**src/rtl/key_search_ctrl.sv**
```systemverilog
// key_search_ctrl: brute-force key sequencer for a single arc4 core.
// Launches arc4 on successive keys (KEY_START, KEY_START+KEY_STEP, ...).
// Snoops the core's plaintext writes and stops at the first key whose message
// bytes (addr 1 and up) are all within [CHAR_LO, CHAR_HI].
// key_valid low with rdy high means the whole key space was tried without a hit.
module key_search_ctrl #(
   parameter logic [23:0] KEY_START = 24'h000000,
   parameter int unsigned KEY_STEP  = 1,
   parameter logic [7:0]  CHAR_LO   = 8'h20,
   parameter logic [7:0]  CHAR_HI   = 8'h7E
) (
   input  logic        clk,
   input  logic        rst_n,
   input  logic        en,
   output logic        rdy,
   output logic [23:0] key,
   output logic        key_valid,
   output logic        arc_en,
   input  logic        arc_rdy,
   output logic [23:0] arc_key,
   input  logic        arc_pt_wren,
   input  logic [7:0]  arc_pt_addr,
   input  logic [7:0]  arc_pt_wrdata
);

   localparam logic [23:0] STEP     = 24'(KEY_STEP);
   // Any key above this has no successor in the 24-bit space, so it is the last one.
   localparam logic [23:0] LAST_LIM = 24'hFFFFFF - STEP;

   typedef enum logic [2:0] {
      S_IDLE,
      S_LAUNCH,
      S_WAIT,
      S_RUN,
      S_CHECK
   } state_t;

   // One snooped plaintext write.
   typedef struct packed {
      logic       wren;
      logic [7:0] addr;
      logic [7:0] data;
   } pt_wr_t;

   state_t      state, state_nxt;
   logic [23:0] key_nxt;
   logic        key_valid_nxt;
   logic        bad, bad_nxt;
   logic        arc_en_nxt;
   pt_wr_t      pt_wr;
   logic        byte_bad;

   assign pt_wr   = '{wren: arc_pt_wren, addr: arc_pt_addr, data: arc_pt_wrdata};
   assign arc_key = key;

   // Address 0 carries the message length and is never a character.
   assign byte_bad = pt_wr.wren && (pt_wr.addr != 8'h00) &&
                     ((pt_wr.data < CHAR_LO) || (pt_wr.data > CHAR_HI));

   // State and output registers; rdy and arc_en are registered so they are glitch-free.
   always_ff @(posedge clk or negedge rst_n) begin
      if (!rst_n) begin
         state     <= S_IDLE;
         rdy       <= 1'b1;
         key       <= KEY_START;
         key_valid <= 1'b0;
         arc_en    <= 1'b0;
         bad       <= 1'b0;
      end else begin
         state     <= state_nxt;
         rdy       <= (state_nxt == S_IDLE);
         key       <= key_nxt;
         key_valid <= key_valid_nxt;
         arc_en    <= arc_en_nxt;
         bad       <= bad_nxt;
      end
   end

   // Next-state and next-value logic for the search sequencer.
   always_comb begin
      state_nxt     = state;
      key_nxt       = key;
      key_valid_nxt = key_valid;
      bad_nxt       = bad;
      arc_en_nxt    = 1'b0;
      case (state)
         S_IDLE: begin
            if (en && rdy) begin
               key_nxt       = KEY_START;
               key_valid_nxt = 1'b0;
               bad_nxt       = 1'b0;
               state_nxt     = S_LAUNCH;
            end
         end
         S_LAUNCH: begin
            // arc_en is registered, so it is high during the first WAIT cycle only.
            if (arc_rdy) begin
               arc_en_nxt = 1'b1;
               state_nxt  = S_WAIT;
            end
         end
         S_WAIT: begin
            if (!arc_rdy) state_nxt = S_RUN;
         end
         S_RUN: begin
            // A write landing in the same cycle arc_rdy rises is still counted.
            if (byte_bad) bad_nxt = 1'b1;
            if (arc_rdy) state_nxt = S_CHECK;
         end
         S_CHECK: begin
            if (!bad) begin
               key_valid_nxt = 1'b1;
               state_nxt     = S_IDLE;
            end else if (key > LAST_LIM) begin
               key_valid_nxt = 1'b0;
               state_nxt     = S_IDLE;
            end else begin
               key_nxt   = key + STEP;
               bad_nxt   = 1'b0;
               state_nxt = S_LAUNCH;
            end
         end
         default: state_nxt = S_IDLE;
      endcase
   end

endmodule

```
**config.mk**
```make
export PLATFORM = sky130hd
export DESIGN_NAME = key_search_ctrl
export DESIGN_NICKNAME = d
export VERILOG_FILES = /design/src/rtl/key_search_ctrl.sv
export SDC_FILE = /design/constraint.sdc
export NUM_CORES = 1
export LEC_CHECK = 0
export BUFFER_PORTS_ARGS = -buffer_cell sky130_fd_sc_hd__buf_2
export CORE_MARGIN = 2
export CORE_UTILIZATION = 50
export CTS_CLUSTER_DIAMETER = 120
export CTS_CLUSTER_SIZE = 10
export DETAILED_ROUTE_END_ITERATION = 10
export PLACE_DENSITY = 0.81
export SLEW_MARGIN = 20
export SYNTH_ARGS = -nofsm -noshare
export SYNTH_HDL_FRONTEND = slang
export SYNTH_SLANG_ARGS = --single-unit
export TNS_END_PERCENT = 100
```
**constraint.sdc**
```tcl
create_clock -name clk -period 3.1 [get_ports clk]
set_clock_uncertainty 0.2 [all_clocks]
set_input_delay 0.775 -clock clk [delete_from_list [all_inputs] [get_ports clk]]
set_output_delay 0.775 -clock clk [all_outputs]
set_load 0.05 [all_outputs]
```
==> impl_metrics.py, run 1 <==
metrics = {
    "routing": {
        "viasPerCell": 5.603,
        "drc": 0,
        "drt-pass1-iter-count": 4,
        "drt_iter0_drc": 113,
        "vias": 1776,
        "wl_um": 4331,
        "ant_nets": 0,
        "wl_per_cell_um": 13.66,
    },
    "critical_path": {
        "r2r_slack_ns": 0.53,
        "worst_setup_path_end_kind": "flop",
        "reg2reg_depth": 7,
        "crit_end": "arc_key[8]$_DFFE_PN0P_",
        "crit_fanout": 16,
        "cp.arrival_ns": 2.57,
        "crit_type": "flop to flop",
        "startpoint": "arc_key[0]$_DFFE_PN0P_",
        "worstPathRequired_ns": 3.10,
        "cp-start-kind": "flop",
        "rr_startpoint": "arc_key[0]$_DFFE_PN0P_",
        "r2r-end": "arc_key[8]$_DFFE_PN0P_",
    },
    "cts": {
        "cts_max_level": 2,
        "ctsHoldBuffers": 0,
        "path_clk_slew_ns": 0.06,
        "cts.path.max_buffers": 2,
        "cts_resized": 0,
        "cts_setup_buffers": 0,
        "worstSkewPairLatency_ns": 0.28,
        "cts.sinks": 31,
        "cts_root_buf": "clkbuf_8",
        "cts_inserted_buffers": 5,
        "cts_tree": "yes",
    },
    "global_routing": {
        "grt_pass1_vias": 1549,
        "grt_pass1_wl_um": 7072,
        "grt-ovfl-total": 0,
        "grtUsageTotal": 0.2096,
        "grt_max_degree": 32,
        "grt_antenna_before_repair": 0,
    },
    "timing": {
        "rsz0062_at_grt": "no",
        "tightest_slew_ns": 0.7610,
        "fmax_ghz": 0.3890,
        "post-route-min-period_ns": 2.571,
        "slew-limit-headroom": 0.4884,
        "setup_viol": 0,
        "timing.final.crit_share": 0.8292,
        "tns_ns": 0,
        "hold_violations": 0,
        "report.final.slew_viol_count": 0,
    },
    "logic_synthesis": {
        "synth_edf_count": 0,
        "syn_area_um2": 1977,
        "netlist_instances": 218,
        "async_flop_share": 1.000,
        "synth-seq-cells": 31,
        "syn_avg_cell_area_um2": 9.068,
        "synthFlopType": "dfrtp_1",
        "yosys_warnings": 0,
        "yosys.cell_types.count": 49,
        "synth-seq-area-share": 0.3930,
        "synth.net_count": 241,
    },
    "placed_design": {
        "dp_hpwl_um": 3218,
        "numPortBuffers": 71,
        "place_congestion": 0.8570,
    },
    "finish": {
        "areaGrowthSynthToFinish_pct": 15.76,
        "fillers": 343,
        "num-nets-final": 291,
        "drive_above_1_share": 0.3420,
        "final_core_util": 0.6113,
        "diodes": 0,
    },
    "floorplan": {
        "io_pins": 72,
        "num_rows": 22,
        "dieArea_um2": 4473,
        "start_util": 0.5281,
        "dieHeight_um": 66.88,
        "coreArea_um2": 3744,
        "die_width_um": 66.88,
    },
    "outcome": {
        "status": "finished clean",
    },
    "power_and_ir_drop": {
        "power.density_nw_per_um2": 708.5,
        "peakVddDrop_mv": 0.4172,
        "p_leak_nw": 1.116,
    },
    "hold_path": {
        "hold_path.class": "input pin to asynchronous set/reset pin",
    },
    "job": {
        "maxCapViolations": 0,
    },
}
## placed cells by master (no fill, tap or decap), types with 2 or more instances in the layout
master / synthesis / routed
buf_2: 1 / 71
dfrtp_1: 30 / 30
nand2_1: 20 / 20
a21oi_1: 16 / 16
nand3_1: 13 / 13
nor2_1: 12 / 12
o21ai_0: 10 / 10
nand4_1: 9 / 9
xnor2_1: 7 / 7
clkbuf_8: 0 / 7
o31ai_1: 6 / 6
or4_1: 6 / 6
inv_1: 5 / 5
or3_1: 5 / 5
and3_1: 3 / 3
nand2b_1: 3 / 3
nor4_1: 3 / 3
buf_4: 25 / 3
nand4b_1: 2 / 2
and2_1: 2 / 2
a21o_1: 2 / 2
and4_4: 2 / 2
or2_1: 2 / 2
a211oi_1: 2 / 2
mux2i_1: 2 / 2
nor4b_1: 2 / 2
ha_1: 2 / 2
## cell type report
cell class / instances / area [um^2] / area share
multi-input cells: 151 / 954.7 / 0.4172
flip-flops and latches: 31 / 777.0 / 0.3395
repair buffers: 74 / 377.9 / 0.1651
inverters: 5 / 18.77 / 0.008201
clock buffers: 8 / 100.1 / 0.04374
well taps: 48 / 60.06 / 0.02624
## where the power goes
group	internal (mW)	total [mW]	switching (mW)
registers	0.483	0.589	0.106
logic	0.173	0.692	0.519
clock network	0.202	0.341	0.139
## critical path, stage by stage (launching register included)
cell and delay [ns]:
dfrtp_1 0.48, inv_1 0.08, ha_1 0.22, nand4b_1 0.25, nor4_4 0.41, a21o_1 0.51, o21ai_0 0.19, a21oi_1 0.17
## per-layer routing
layer | up-vias | wire [um] | global-route usage
met5 | - | 0 | 0
li1 | 872 | - | -
met1 | 827 | 1929 | 0.2741
met2 | 72 | 2062 | 0.3388
met4 | 0 | 35 | 0.06122
met3 | 5 | 303 | 0.05574
## kinds of logic after synthesis
logic type | after synthesis | synth area share
buffers and inverters | 36 | 0.1240
adder cells (fa/ha/maj) | 2 | 0.01266
XOR/XNOR | 8 | 0.03544
AND/OR/NAND/NOR | 93 | 0.2747
multiplexers | 2 | 0.01013
AO/OA/AOI/OAI | 46 | 0.1500
flip-flops | 31 | 0.3930
## stage by stage
step           hold WS [ns]  cells  total power, mW  instance area [um^2]  worst slack (ns)
3_5_place_dp         0.3163    309            1.290                  2188            0.4246
6_report             0.3240    317            1.621                  2288            0.5294
5_1_grt              0.3594    317            1.711                  2288            0.3722
2_1_floorplan        0.2794    218            1.166                  1977            0.5703
3_3_place_gp         0.3077    309            1.280                  2188            0.4935
4_1_cts              0.3309    317            1.632                  2288            0.5368
## synthesized netlist by cell type (2+ instances only)
cell | n | area (um^2)
buf_6 | 2 | 22.52
nand3_1 | 13 | 65.06
clkbuf_1 | 3 | 11.26
o31ai_1 | 6 | 45.04
nand2b_1 | 3 | 18.77
a21oi_1 | 16 | 80.08
inv_1 | 5 | 18.77
nand4_1 | 9 | 56.30
nor2_1 | 12 | 45.04
and4_4 | 2 | 22.52
buf_4 | 25 | 187.7
nor4b_1 | 2 | 17.52
or2_1 | 2 | 12.51
a21o_1 | 2 | 15.01
a211oi_1 | 2 | 15.01
nand4b_1 | 2 | 17.52
and3_1 | 3 | 18.77
mux2i_1 | 2 | 20.02
o21ai_0 | 10 | 50.05
dfrtp_1 | 30 | 750.7
nor4_1 | 3 | 18.77
xnor2_1 | 7 | 61.31
ha_1 | 2 | 25.02
or4_1 | 6 | 45.04
or3_1 | 5 | 31.28
nand2_1 | 20 | 75.07
and2_1 | 2 | 12.51
## how the worst min path moves through the flow
| stage | depth (start not counted) | slack [ns] | to |
|---|---|---|---|
| 3_3_place_gp | 2 | 0.31 | bad$_DFFE_PN0P_ |
| 6_report | 1 | 0.32 | arc_key[16]$_DFFE_PN0P_ |
| 3_5_place_dp | 2 | 0.32 | key_valid$_DFFE_PN0P_ |
| 2_1_floorplan | 0 | 0.28 | arc_en$_DFF_PN0_ |
| 4_1_cts | 1 | 0.33 | arc_en$_DFF_PN0_ |
| 5_1_grt | 2 | 0.36 | key_valid$_DFFE_PN0P_ |
## sequential cells by signal, indices dropped and copies added, names as in the netlist
| register | cells |
|---|---|
| arc_key | 24 |
| bad | 1 |
| arc_en | 1 |
| rdy | 1 |
| key_valid | 1 |
| state | 3 |
No activity file was read; power rests on OpenSTA's default activity.
==> inputs of run 2 (changes only) <==
==> constraint.sdc (replaced) <==
create_clock -name clk -period 2.39 [get_ports clk]
set_clock_uncertainty 0.2 [all_clocks]
set_input_delay 0.5975 -clock clk [delete_from_list [all_inputs] [get_ports clk]]
set_output_delay 0.5975 -clock clk [all_outputs]
set_load 0.05 [all_outputs]
==> impl_metrics.py, run 2 (synthesis results as in run 1) <==
metrics = {
    "critical_path": {
        "worstPathRequired_ns": 2.36,
        "cp-start-kind": "flop",
        "cp.arrival_ns": 2.24,
        "crit_fanout": 8,
        "worst_setup_path_end_kind": "flop",
        "cp_slowest_cell": "a2111oi_0",
        "worstPathCellList": "inv_1, ha_1, nand4b_1, nor4_4, buf_4, a2111oi_0, xnor2_1, nor2_1",
        "cp_slowest_stage_delay_ns": 0.59,
        "crit_type": "flop to flop",
    },
    "timing": {
        "setup_viol": 0,
        "hold_violations": 0,
        "worst_slack_ns": 0.1181,
        "fmax_ghz": 0.4402,
        "post-route-min-period_ns": 2.272,
        "timing.final.crit_share": 0.9506,
        "report.final.slew_viol_count": 0,
        "slew-limit-headroom": 0.5379,
        "tightest_slew_ns": 0.6931,
        "rsz0062_at_grt": "no",
        "hold_ws_ns": 0.1513,
    },
    "job": {
        "maxCapViolations": 0,
    },
    "placed_design": {
        "dpl_worst_slack_ns": 0.03383,
        "dp_hpwl_um": 3405,
        "place_congestion": 0.9098,
        "place_area_um2": 2283,
        "dp_cells": 321,
        "numPortBuffers": 71,
    },
    "global_routing": {
        "grt-ovfl-total": 0,
        "grt_antenna_before_repair": 0,
        "grt_pass1_vias": 1630,
        "grt_pass1_wl_um": 7238,
        "grtUsageTotal": 0.2145,
        "grt_max_degree": 32,
    },
    "finish": {
        "layout.cells.non_filler": 328,
        "drive_above_1_share": 0.3821,
        "areaGrowthSynthToFinish_pct": 19.43,
        "largest_reg_flops": 24,
        "final_common_cell": "buf_2",
        "diodes": 0,
        "num-nets-final": 303,
        "fillers": 357,
        "design_area_um2": 2361,
        "final_cell_mix": "buf_2 (71), dfrtp_1 (26), nand2_1 (20)",
    },
    "cts": {
        "path_clk_slew_ns": 0.06,
        "cts_max_level": 2,
        "cts_root_buf": "clkbuf_8",
        "cts_tree": "yes",
        "cts.sinks": 31,
        "ctsHoldBuffers": 0,
        "cts.path.max_buffers": 2,
        "worstSkewPairLatency_ns": 0.28,
        "cts_inserted_buffers": 5,
    },
    "power_and_ir_drop": {
        "design_power_total_mw": 2.087,
        "p_leak_nw": 1.157,
        "power.density_nw_per_um2": 883.8,
        "peakVddDrop_mv": 0.5687,
    },
    "floorplan": {
        "die_width_um": 66.88,
        "dieArea_um2": 4473,
        "coreArea_um2": 3744,
        "start_util": 0.5281,
        "io_pins": 72,
        "dieHeight_um": 66.88,
        "num_rows": 22,
    },
    "routing": {
        "wl_um": 4512,
        "drc": 0,
        "drt_iter0_drc": 109,
        "wl_per_cell_um": 13.76,
        "vias": 1838,
        "viasPerCell": 5.604,
        "drt-pass1-iter-count": 4,
        "ant_nets": 0,
    },
    "hold_path": {
        "hold_path.class": "input pin to asynchronous set/reset pin",
    },
    "outcome": {
        "status": "finished clean",
    },
}
## run 2: path summary, 6_finish.rpt
| kind | startpoint | to | slack, ns | depth (start not counted) |
|---|---|---|---|---|
| min in group clk | state[2]$_DFF_PN0_ | state[1]$_DFF_PN0_ | 0.33 | 1 |
| worst max register to register | arc_key[0]$_DFFE_PN0P_ | arc_key[9]$_DFFE_PN0P_ | 0.12 | 8 |
| worst max-delay path | arc_key[0]$_DFFE_PN0P_ | arc_key[9]$_DFFE_PN0P_ | 0.12 | 8 |
| max in group asynchronous | rst_n | arc_key[0]$_DFFE_PN0P_ | 1.34 | 1 |
| worst min register to register | state[2]$_DFF_PN0_ | state[1]$_DFF_PN0_ | 0.33 | 1 |
| worst min-delay path | rst_n | arc_key[23]$_DFFE_PN0P_ | 0.15 | 1 |
## run 2: layout make-up
type | count | area [um^2] | share of cell area
inverter | 5 | 18.77 | 0.007949
clock buffer | 7 | 76.32 | 0.03233
multi-input combinational | 151 | 955.9 | 0.4049
timing repair buffer | 86 | 467.9 | 0.1982
tap | 48 | 60.06 | 0.02544
sequential | 31 | 782.0 | 0.3312
## run 2: what timing repair did
item / 4_1_cts / 5_1_grt
endpoints found under the setup margin: 0 / 3
buffers inserted: 0 / 0
gates resized for setup: 0 / 1
## run 2: report_power, final
group | leakage, nW | total, mW | switching, mW | internal [mW]
logic | 0.705 | 0.939 | 0.691 | 0.248
registers | 0.414 | 0.767 | 0.135 | 0.632
clock network | 0.0383 | 0.381 | 0.181 | 0.200
total | 1.16 | 2.09 | 1.01 | 1.08
## run 2: per-layer routing
layer	track usage	routed length, um
met4	0.08929	57
met1	0.2882	2080
met3	0.04223	310
met5	0	0
met2	0.3363	2063
## run 2: per-stage QoR
step	utilization	setup TNS, ns
floorplan	-	-0.1179
global placement	0.6100	0
detailed placement	0.6100	0
CTS	0.6303	0
global route	0.6307	0
finish	0.6307	0
## run 2: worst max-delay path: cells and delay by family, from the launching register on
| kind | cells | cell delay [ns] |
|---|---|---|
| xor gates and xnor gates | 1 | 0.19 |
| buffers and inverters | 2 | 0.23 |
| AOI/OAI and AO/OA | 1 | 0.59 |
| adders and majority gates | 1 | 0.17 |
| DFF | 1 | 0.46 |
| and+or+nand+nor | 3 | 0.32 |
==> inputs of run 3 (changes only) <==
--- a/config.mk
+++ b/config.mk
@@ -12,6 +12,7 @@
 export CTS_CLUSTER_SIZE = 10
 export DETAILED_ROUTE_END_ITERATION = 10
 export PLACE_DENSITY = 0.81
+export REMOVE_ABC_BUFFERS = 1
 export SLEW_MARGIN = 20
 export SYNTH_ARGS = -nofsm -noshare
 export SYNTH_HDL_FRONTEND = slang
==> constraint.sdc (replaced) <==
create_clock -name clk -period 2.39 [get_ports clk]
set_clock_uncertainty 0.2 [all_clocks]
set_input_delay 0.5975 -clock clk [delete_from_list [all_inputs] [get_ports clk]]
set_output_delay 0.5975 -clock clk [all_outputs]
set_load 0.1 [all_outputs]
==> impl_metrics.py, run 3 (synthesis results as in run 1) <==
metrics = {
    "global_routing": {
        "grt_antenna_before_repair": 0,
        "grt_pass1_wl_um": 7541,
        "grtUsageTotal": 0.2252,
        "grt_max_degree": 32,
        "grt_pass1_vias": 1649,
        "grt-ovfl-total": 0,
    },
    "floorplan": {
        "io_pins": 72,
        "num_rows": 22,
        "coreArea_um2": 3744,
        "dieHeight_um": 66.88,
        "dieArea_um2": 4473,
        "die_width_um": 66.88,
        "start_util": 0.5281,
    },
    "finish": {
        "final-seq-area_um2": 779.5,
        "diodes": 0,
        "final_cell_mix": "buf_2 (71), dfrtp_1 (28), nand2_1 (20)",
        "design_area_um2": 2356,
        "num-nets-final": 302,
        "layout.cells.non_filler": 328,
        "areaGrowthSynthToFinish_pct": 19.18,
        "final_common_cell": "buf_2",
        "fillers": 353,
        "largest_reg_flops": 24,
        "multi_input_area_um2": 955.9,
        "drive_above_1_share": 0.3750,
    },
    "outcome": {
        "status": "finished clean",
    },
    "critical_path": {
        "worstPathRequired_ns": 2.40,
        "cp-start-kind": "flop",
        "worstPathCellList": "and4_4, nand2_1, a2111o_1, or4_1, a21oi_1",
        "cp_slowest_cell": "or4_1",
        "crit_fanout": 9,
        "cp_slowest_stage_delay_ns": 0.51,
        "cp.arrival_ns": 2.24,
        "crit_type": "flop to flop",
        "worst_setup_path_end_kind": "flop",
    },
    "routing": {
        "drc": 0,
        "wl_um": 4420,
        "vias": 1823,
        "drt-pass1-iter-count": 4,
        "wl_per_cell_um": 13.48,
        "drt_iter0_drc": 147,
        "viasPerCell": 5.558,
        "ant_nets": 0,
    },
    "cts": {
        "cts.path.max_buffers": 2,
        "worstSkewPairLatency_ns": 0.29,
        "cts_max_level": 2,
        "path_clk_slew_ns": 0.06,
        "cts_root_buf": "clkbuf_8",
        "cts_tree": "yes",
        "ctsHoldBuffers": 0,
        "cts.sinks": 31,
        "cts_inserted_buffers": 5,
    },
    "timing": {
        "hold_ws_ns": 0.1482,
        "tightest_slew_ns": 0.6724,
        "slew-limit-headroom": 0.5518,
        "setup_viol": 0,
        "report.final.slew_viol_count": 0,
        "worst_slack_ns": 0.1560,
        "fmax_ghz": 0.4476,
        "rsz0062_at_grt": "no",
        "post-route-min-period_ns": 2.234,
        "timing.final.crit_share": 0.9347,
        "hold_violations": 0,
    },
    "power_and_ir_drop": {
        "peakVddDrop_mv": 0.8556,
        "p_leak_nw": 1.157,
        "power.density_nw_per_um2": 1086,
    },
    "hold_path": {
        "hold_path.class": "input pin to asynchronous set/reset pin",
    },
    "job": {
        "maxCapViolations": 0,
    },
    "placed_design": {
        "numPortBuffers": 71,
        "dpl_worst_slack_ns": 0.02456,
        "dp_hpwl_um": 3256,
        "place_congestion": 0.8699,
        "dp_cells": 320,
        "place_area_um2": 2271,
    },
}
==> run 3: through the flow <==
stage	util	TNS [ns]	total power, mW
2_1_floorplan	-	-28.30	1.861
3_3_place_gp	0.6066	0	2.151
3_5_place_dp	0.6066	0	2.166
4_1_cts	0.6283	0	2.572
5_1_grt	0.6293	0	2.692
6_report	0.6293	0	2.558
==> run 3: area by class of cell <==
| class | count | area share |
|---|---|---|
| clock buffers | 7 | 0.03240 |
| multi-input cells | 151 | 0.4057 |
| flip-flops and latches | 31 | 0.3309 |
| clock inverters | 1 | 0.002124 |
| well taps | 48 | 0.02549 |
| inverters | 5 | 0.007966 |
| repair buffers | 85 | 0.1954 |
==> run 3: worst max-delay path: cells and delay by family, from the launching register on <==
| kind | cells | cell delay, ns |
|---|---|---|
| and+or+nand+nor | 3 | 0.91 |
| DFF | 1 | 0.45 |
| AOI/OAI and AO/OA | 2 | 0.59 |
==> run 3: power by group <==
| group | internal, mW | switching [mW] | leakage [nW] | total [mW] |
|---|---|---|---|---|
| registers | 0.630 | 0.120 | 0.417 | 0.750 |
| clock network | 0.204 | 0.185 | 0.0422 | 0.389 |
| logic | 0.257 | 1.16 | 0.698 | 1.42 |
==> run 3: layer usage <==
metal  vias up  global-route usage  share of wire
met1       863              0.2892           0.43
met4         0             0.08418          0.016
met2        59              0.3625           0.48
li1        895                   -              -
met5         -                   0              0
met3         6             0.05912          0.067
==> run 3: worst paths after layout <==
check / start / end / slack [ns] / cells after the start
setup / recovery: arc_key[1]$_DFFE_PN0P_ / arc_key[19]$_DFFE_PN0P_ / 0.16 / 5
hold / removal: rst_n / arc_key[4]$_DFFE_PN0P_ / 0.15 / 1
setup reg to reg: arc_key[1]$_DFFE_PN0P_ / arc_key[19]$_DFFE_PN0P_ / 0.16 / 5
hold reg to reg: state[1]$_DFF_PN0_ / arc_en$_DFF_PN0_ / 0.33 / 1
max in group asynchronous: rst_n / arc_key[1]$_DFFE_PN0P_ / 1.37 / 1
min in group clk: state[1]$_DFF_PN0_ / arc_en$_DFF_PN0_ / 0.33 / 1
==> run 3: repair_timing <==
item,in CTS,in global routing
resized for setup,0,3
setup endpoints to repair,0,7
setup buffers,0,0
